### src/rtl/uart_pkg.sv
// Shared definitions for the UART transmitter slice: transmitter state encoding,
// default frame geometry and the divider formula for the baud-tick generator.
package uart_pkg;

  localparam int unsigned WordBitsDefault    = 8;
  localparam int unsigned SampleTicksDefault = 16;

  typedef enum logic [1:0] {
    StIdle,
    StStart,
    StData,
    StStop
  } tx_state_e;

  // Clock cycles per baud tick for a given clock, baud rate and oversampling factor.
  function automatic int unsigned baud_div(input int unsigned clk_hz,
                                           input int unsigned baud,
                                           input int unsigned sample_ticks);
    return clk_hz / baud / sample_ticks;
  endfunction

  // 100 MHz clock at 9600 baud, 16x oversampling -> 651.
  localparam int unsigned BaudDivDefault = baud_div(100_000_000, 9600, SampleTicksDefault);

endpackage

### src/rtl/uart_baud_tick.sv
// Free-running mod-BAUD_DIV counter. The tick is a registered one-cycle pulse that is
// high exactly while the counter holds BAUD_DIV-1.
// Ports:
//   clk_i    - system clock, rising edge
//   reset_i  - synchronous active-low reset
//   tick_o   - one-cycle baud tick
//   count_o  - current counter value
module uart_baud_tick
  import uart_pkg::*;
#(
  parameter int unsigned BAUD_DIV = BaudDivDefault,
  parameter int unsigned CNT_BITS = $clog2(BAUD_DIV)
) (
  input  logic                clk_i,
  input  logic                reset_i,
  output logic                tick_o,
  output logic [CNT_BITS-1:0] count_o
);

  localparam logic [CNT_BITS-1:0] CntMax = CNT_BITS'(BAUD_DIV - 1);

  logic [CNT_BITS-1:0] count_q, count_d;
  logic                tick_q, tick_d;

  always_comb begin
    count_d = (count_q == CntMax) ? '0 : count_q + CNT_BITS'(1);
    // Registered so the tick lines up with the cycle in which count_q == CntMax.
    tick_d  = (count_d == CntMax);
  end

  always_ff @(posedge clk_i) begin
    if (!reset_i) begin
      count_q <= '0;
      tick_q  <= 1'b0;
    end else begin
      count_q <= count_d;
      tick_q  <= tick_d;
    end
  end

  assign tick_o  = tick_q;
  assign count_o = count_q;

endmodule

### src/rtl/uart_tx_core.sv
// UART transmitter: one start bit (0), WORD_BITS data bits LSB first, one stop bit (1),
// each bit lasting SAMPLE_TICKS baud ticks. The baud tick generator is free-running and
// is exported so a receiver can share it. All outputs come straight from flops.
// Ports:
//   clk_i         - system clock, rising edge
//   reset_i       - synchronous active-low reset; aborts any frame in flight
//   tx_start_i    - send request, only looked at while idle
//   data_i        - word to send, captured when the frame starts
//   tx_o          - serial line, idles high
//   tx_done_o     - one-cycle pulse when the stop bit completes
//   baud_tick_o   - one-cycle baud tick
//   baud_count_o  - current baud counter value
module uart_tx_core
  import uart_pkg::*;
#(
  parameter int unsigned WORD_BITS    = WordBitsDefault,
  parameter int unsigned SAMPLE_TICKS = SampleTicksDefault,
  parameter int unsigned BAUD_DIV     = BaudDivDefault,
  parameter int unsigned CNT_BITS     = $clog2(BAUD_DIV)
) (
  input  logic                 clk_i,
  input  logic                 reset_i,
  input  logic                 tx_start_i,
  input  logic [WORD_BITS-1:0] data_i,
  output logic                 tx_o,
  output logic                 tx_done_o,
  output logic                 baud_tick_o,
  output logic [CNT_BITS-1:0]  baud_count_o
);

  localparam int unsigned SW = $clog2(SAMPLE_TICKS);
  localparam int unsigned NW = $clog2(WORD_BITS);
  localparam logic [SW-1:0] SMax = SW'(SAMPLE_TICKS - 1);
  localparam logic [NW-1:0] NMax = NW'(WORD_BITS - 1);

  logic tick;

  uart_baud_tick #(
    .BAUD_DIV (BAUD_DIV),
    .CNT_BITS (CNT_BITS)
  ) u_baud_tick (
    .clk_i   (clk_i),
    .reset_i (reset_i),
    .tick_o  (tick),
    .count_o (baud_count_o)
  );

  assign baud_tick_o = tick;

  tx_state_e            state_q, state_d;
  logic [SW-1:0]        s_q, s_d;
  logic [NW-1:0]        n_q, n_d;
  logic [WORD_BITS-1:0] b_q, b_d;
  logic                 tx_q, tx_d;
  logic                 done_q, done_d;
  logic                 bit_end;

  assign bit_end = tick && (s_q == SMax);

  always_comb begin
    state_d = state_q;
    s_d     = s_q;
    n_d     = n_q;
    b_d     = b_q;
    done_d  = 1'b0;

    unique case (state_q)
      StIdle: begin
        if (tx_start_i) begin
          b_d     = data_i;
          s_d     = '0;
          state_d = StStart;
        end
      end
      StStart: begin
        if (bit_end) begin
          s_d     = '0;
          n_d     = '0;
          state_d = StData;
        end else if (tick) begin
          s_d = s_q + SW'(1);
        end
      end
      StData: begin
        if (bit_end) begin
          s_d = '0;
          b_d = b_q >> 1;
          if (n_q == NMax) begin
            state_d = StStop;
          end else begin
            n_d = n_q + NW'(1);
          end
        end else if (tick) begin
          s_d = s_q + SW'(1);
        end
      end
      StStop: begin
        if (bit_end) begin
          s_d     = '0;
          done_d  = 1'b1;
          state_d = StIdle;
        end else if (tick) begin
          s_d = s_q + SW'(1);
        end
      end
      default: state_d = StIdle;
    endcase

    // Line level follows the state being entered so tx_o changes on the same edge.
    unique case (state_d)
      StStart: tx_d = 1'b0;
      StData:  tx_d = b_d[0];
      default: tx_d = 1'b1;
    endcase
  end

  always_ff @(posedge clk_i) begin
    if (!reset_i) begin
      state_q <= StIdle;
      s_q     <= '0;
      n_q     <= '0;
      b_q     <= '0;
      tx_q    <= 1'b1;
      done_q  <= 1'b0;
    end else begin
      state_q <= state_d;
      s_q     <= s_d;
      n_q     <= n_d;
      b_q     <= b_d;
      tx_q    <= tx_d;
      done_q  <= done_d;
    end
  end

  assign tx_o      = tx_q;
  assign tx_done_o = done_q;

endmodule

### config.mk
export PLATFORM = sky130hd
export DESIGN_NAME = uart_tx_core
export DESIGN_NICKNAME = d
export VERILOG_FILES = /design/src/rtl/uart_pkg.sv /design/src/rtl/uart_baud_tick.sv /design/src/rtl/uart_tx_core.sv
export SDC_FILE = /design/constraint.sdc
export NUM_CORES = 1
export LEC_CHECK = 0
export BUFFER_PORTS_ARGS = -buffer_cell sky130_fd_sc_hd__buf_2
export CORE_ASPECT_RATIO = 2
export CORE_MARGIN = 2
export CORE_UTILIZATION = 50
export CTS_CLUSTER_SIZE = 16
export DETAILED_ROUTE_END_ITERATION = 6
export GPL_ROUTABILITY_DRIVEN = 0
export PLACE_DENSITY = 0.83
export SETUP_SLACK_MARGIN = 0.4
export SLEW_MARGIN = 20
export SYNTH_ARGS = -nofsm -noshare
export SYNTH_HDL_FRONTEND = slang
export SYNTH_SLANG_ARGS = --single-unit
### constraint.sdc
create_clock -name clk_i -period 1.8 [get_ports clk_i]
set_clock_uncertainty 0.05 [all_clocks]
set_input_delay 0.36 -clock clk_i [delete_from_list [all_inputs] [get_ports clk_i]]
set_output_delay 0.36 -clock clk_i [all_outputs]
set_load 0.02 [all_outputs]
Yosys cells after proc, flatten, opt, wreduce, memory -nomap -nowiden

Index checks and enable logic that the tools add are counted.

Logic and storage cells: 55
Output and inout bits: 13
Register bits: 30

Equal/unequal tests: 14
Add/subtract/negate cells: 3
Multiplexer cells: 20
Reductions and logical operators: 9

Operators by type and width:

| operator              | count |
|---|---|
| $eq 10x10->1 const B  | 2 |
| $mux 8                | 2 |
| $pmux 8 s2            | 1 |
| $mux 4                | 3 |
| $add 10x1->10 const B | 1 |
| $mux 10               | 1 |
| $mux 2                | 5 |
| $mux 3                | 3 |
| $ne 2x2->1 const B    | 4 |
| $pmux 2 s4            | 1 |
| $pmux 4 s2            | 1 |
| $eq 2x2->1 const B    | 3 |
| $pmux 3 s2            | 1 |
| $add 4x1->4 const B   | 1 |
| $eq 2x1->1 const B    | 2 |
| $eq 4x4->1 const B    | 1 |
| $reduce_and 2->1      | 2 |
| $reduce_and 4->1      | 1 |
| $reduce_bool 2->1     | 2 |
| $add 3x1->3 const B   | 1 |
| $eq 3x3->1 const B    | 1 |
| $ne 3x1->1 const B    | 1 |
| $reduce_and 3->1      | 1 |
| $reduce_or 3->1       | 1 |
| 4 further kinds       | 4 |

Logic depth before layout (Yosys ltp)

Depth in word-level cells: 6
Depth in mapped cells: 6
Mapped depth without buffers: 6

By module

From an unflattened synthesis, not the netlist that was laid out.

Cells, all modules: 150
Area, all modules: 1456.4 sq um

Modules (own cells, without submodules):

| module         | cells each | instances | area an instance (sq um) |
|---|---|---|---|
| uart_tx_core   | 95         | 1         | 928.4 |
| uart_baud_tick | 55         | 1         | 528.0 |

Least setup slack after synthesis

Ideal clock, no wire load.

Path type: register to register
Start: register u_baud_tick.count_q[2], in the netlist u_baud_tick.count_o[2]
End: register u_baud_tick.tick_q, in the netlist u_baud_tick.tick_o
Setup slack: -0.055 ns
Arrival: 1.684 ns
Clock period less this slack: 1.855 ns
Library setup time: 0.121 ns
Required time: 1.629 ns
Path buffers: 1
Stages on the path, launching flop included: 6
Path through: dfxtp_1 > buf_6 > or4b_4 > o41ai_4 > a311o_1 > nor4_1

Word-level cells in the longest chain between the ends: 3

RTL lines:

| element                                       | line                 | text |
|---|---|---|
| from (decl)                                   | uart_baud_tick.sv:22 | `logic [CNT_BITS-1:0] count_q, count_d;` |
| from (signal assigned)                        | uart_baud_tick.sv:36 | `count_q <= count_d;` |
| $add 10x1->10 or $eq 10x10->1 (tied branches) | uart_baud_tick.sv:26 | `count_d = (count_q == CntMax) ? '0 : count_q + CNT_BITS'(1);` |
| $mux 10 (*)                                   | uart_baud_tick.sv:26 |  |
| $eq 10x10->1 (*)                              | uart_baud_tick.sv:28 | `tick_d = (count_d == CntMax);` |
| to (signal assigned)                          | uart_baud_tick.sv:37 | `tick_q <= tick_d;` |
| to (decl)                                     | uart_baud_tick.sv:23 | `logic tick_q, tick_d;` |

Every way passes the cells marked *; elsewhere a longest branch is shown, timed or not.
A chain may end at the register's enable or synchronous reset.

Worst setup path in the final report

Start: register u_baud_tick.count_q[5], in the netlist u_baud_tick.count_o[5]
End: register u_baud_tick.tick_q, in the netlist u_baud_tick.tick_o

Same word-level chain as after synthesis.

==> Flow_metrics.wiki <==
{| class="wikitable"
! Metric !! Value
|-
| Critical path start-end classification || register to register
|-
| Port Buffers || 23
|-
| Number of storage elements in the synthesis netlist || 30
|-
| Commonest register cell after synthesis || sky130_fd_sc_hd__dfxtp_1
|-
| Pin count of the biggest net entering global routing || 24
|-
| Diodes inserted || 0
|-
| Source-to-sink clock delay at the later pin of the worst-skew pair || about 0.28 ns
|-
| Register Area || 637 sq um
|-
| Layout overhead on the synthesized area || 35.2%
|-
| Number of endpoints with negative hold slack in the final report || 0
|-
| VDD IR max || roughly 0.00068 V
|-
| Total power consumption of the routed design || 1.38 mW
|-
| Detail-routed net length per standard cell || 15.8 um
|-
| Overall Global Routing Usage || 0.229
|-
| Total of endpoints with negative setup slack in the final report || 0
|-
| Post-synth net total || between 150 and 200
|-
| Placed instance area || 1710 sq um
|-
| Total half-perimeter wirelength after legalization and detailed placement || around 2.6 mm
|-
| Commonest cells in the synthesized netlist || sky130_fd_sc_hd__dfxtp_1, sky130_fd_sc_hd__nand2_1, sky130_fd_sc_hd__nor2_1
|-
| Achievable frequency || between 600 and 700 MHz
|-
| Outcome || finished clean
|-
| Starting density of the core || 0.519
|-
| Worst Hold Slack || between 0.3 and 0.4 ns
|-
| Worst slew margin relative to its limit || 0.778
|-
| Post-synth cell types || 41
|-
| Die Outline Area || roughly 3500 sq um
|-
| Cell type with the highest aggregate area in the netlist || sky130_fd_sc_hd__dfxtp_1
|-
| Vertical die dimension || ~82 um
|-
| Type of the tightest min-delay check || input pin to register
|-
| Number of nets in the layout || around 230
|-
| Final period utilization || 0.920
|-
| Number of antenna violations at the first check in global routing || 0
|-
| Fraction of final layout cells sized beyond drive strength 1 || 0.421
|-
| DRT antenna net count || 0
|-
| CP startpoint kind || register
|-
| Layout filler cell count || ~220
|-
| Total clock buffers created by CTS || 5
|-
| Total wirelength of the detailed-routed design || 3.87 mm
|-
| Number of top-level design ports || 24
|-
| CP top delay family || simple AND/OR/NAND/NOR gates
|-
| Dominant cells by area after synthesis || sky130_fd_sc_hd__dfxtp_1, sky130_fd_sc_hd__nand2_1, sky130_fd_sc_hd__ha_1
|-
| Data required time at the worst endpoint || about 1.9 ns
|-
| Share of the synthesized area in the top cell type || 0.398
|-
| Initial DRC Count || 28
|-
| Measured slew at the worst slew-check pin || approximately 0.33 ns
|-
| Number of buffers on the longest clock path || 2
|-
| Vias post-DR || about 1400
|-
| Sequence of cells on the critical path || or4b_4 > buf_4 > o21ai_2 > o221a_2 > nor4_1
|-
| Post-CTS Hold Buffers || 0
|-
| TritonCTS clock tree || done
|-
| Count of flip-flops with a built-in enable after synthesis || 0
|-
| CTS Root Buffer Type || sky130_fd_sc_hd__clkbuf_8
|-
| Setup_tns || 0 ns
|-
| Post-synthesis cell area || 1510 sq um
|-
| Post-Synthesis Mean Instance Area || 8.66 sq um
|-
| Slew Limit Fails || 0
|-
| Max-cap viol count || 0
|-
| First-pass iteration count of the detailed router || 5
|-
| Power per cell area || roughly 680 nW/um^2
|-
| Number of global-route vias before repair || 1385
|-
| CP Buf/Inv Count || 1
|-
| Arr. time, crit path || 1.77 ns
|-
| Share of synthesized registers carrying an async set or reset || 0
|-
| Vias per cell || between 5 and 6
|-
| First-pass GRT wire length || 5.98 mm
|-
| Multi-input gate area in the final layout || approximately 1000 sq um
|-
| Synthesized netlist cell count || ~170
|-
| Hold Path Stages || 3
|-
| Total DRC errors in the routed layout || 0
|-
| Crit Path Max Fanout || 4
|-
| Most frequent cell after synthesis || sky130_fd_sc_hd__dfxtp_1
|-
| Largest stage delay on the critical path || roughly 0.55 ns
|-
| Portion of the post-synthesis area used by sequential elements || 0.398
|-
| Core Region || roughly 2900 sq um
|-
| Clock sink total || 30
|-
| Number of logic stages on the critical path including buffering || 5
|-
| Unrepaired setup endpoints after global routing || yes
|-
| Final standard cell utilization of the core || 0.701
|-
| Clock edge transition at the registers on the reported setup and hold paths || approximately 0.06 ns
|-
| Critical path endpoint category || register
|-
| Count of cells along the worst register-to-register path || 5
|-
| Number of cell rows || 28
|-
| CTS H-Tree Depth || 2
|-
| Slowest stage cell, crit path || sky130_fd_sc_hd__or4b_4
|-
| Clock period minus final worst setup slack || 1.66 ns
|-
| Die Wd || approximately 43 um
|-
| Sum of overflow across all layers after global routing || 0
|-
| P_leak || around 0.80 nW
|-
| Yosys warning total || 0
|-
| Final instance area || 2040 sq um
|}
cell usage in the layout, fill, tap and decap left out, types with 7 or more instances in the layout:
| master | instances |
|---|---|
| sky130_fd_sc_hd__nor2b_1 | 8 |
| sky130_fd_sc_hd__buf_2 | 22 |
| sky130_fd_sc_hd__dfxtp_1 | 17 |
| sky130_fd_sc_hd__a21boi_1 | 7 |
| sky130_fd_sc_hd__a22oi_1 | 7 |
| sky130_fd_sc_hd__buf_4 | 17 |
| sky130_fd_sc_hd__o21ai_0 | 7 |
| sky130_fd_sc_hd__nand2_1 | 16 |
| sky130_fd_sc_hd__nor2_1 | 11 |
| sky130_fd_sc_hd__dfxtp_4 | 8 |
power by group:
group          total (mW)  internal (mW)  switching [mW]
Clock               0.551          0.308           0.244
Sequential          0.700          0.676          0.0244
Combinational       0.130         0.0631          0.0671
final cells by class:
cell class | instances | share of cell area
clock buffer | 7 | 0.0424
clock inverter | 1 | 0.00246
inverter | 4 | 0.00737
multi-input combinational | 132 | 0.495
sequential | 30 | 0.312
tap | 30 | 0.0184
timing repair buffer | 40 | 0.122
sequential cells by signal, indices dropped and copies added (netlist names):
name and flops:
u_baud_tick.count_o 10, b_q 8, s_q 4, n_q 3
state_q 2, tx_done_o 1, tx_o 1, u_baud_tick.tick_o 1
through the flow:
| step | setup slack, ns | instances |
|---|---|---|
| floorplan | 0.0990 | 174 |
| global placement | 0.155 | 226 |
| detailed placement | 0.0970 | 226 |
| CTS | 0.168 | 239 |
| global route | 0.0994 | 244 |
| finish | 0.145 | 244 |
final timing paths:
kind | slack (ns) | from | to
min reg2reg | 0.42 | b_q[6] | b_q[6]
min | 0.32 | data_i[1] | b_q[1]
max reg2reg | 0.14 | u_baud_tick.count_o[5] | u_baud_tick.tick_o
max | 0.14 | u_baud_tick.count_o[5] | u_baud_tick.tick_o
metal layers:
layer  wire (um)  track usage  share of wire  vias up
li1            -            -              -      694
met1        1350        0.215           0.35      669
met2        2200        0.433           0.57       51
met3         170       0.0549          0.044       17
met4         148        0.128          0.038        0
met5           0            0              0        -
cells by family after synthesis:
kind of cell	synth area share
mux	0.00664
xor+xnor	0.0465
buf+inv	0.0357
flops	0.398
simple gates	0.266
fa+ha+maj	0.0415
compound gates	0.206
worst register-to-register path, delay by kind of cell (launching register included):
family                 cells  cell delay, ns
flip-flops                 1            0.36
AND/OR/NAND/NOR            2            0.60
buffers and inverters      1            0.16
AO/OA/AOI/OAI              2            0.38
what timing repair did:
item / CTS / global route
setup endpoints to repair: 27 / 28
pin swaps: 8 / 7
setup buffers: 5 / 5
gates resized for setup: 22 / 26
endpoints found under the hold margin: 0 / 0
Power figures use the tool's default switching activity.
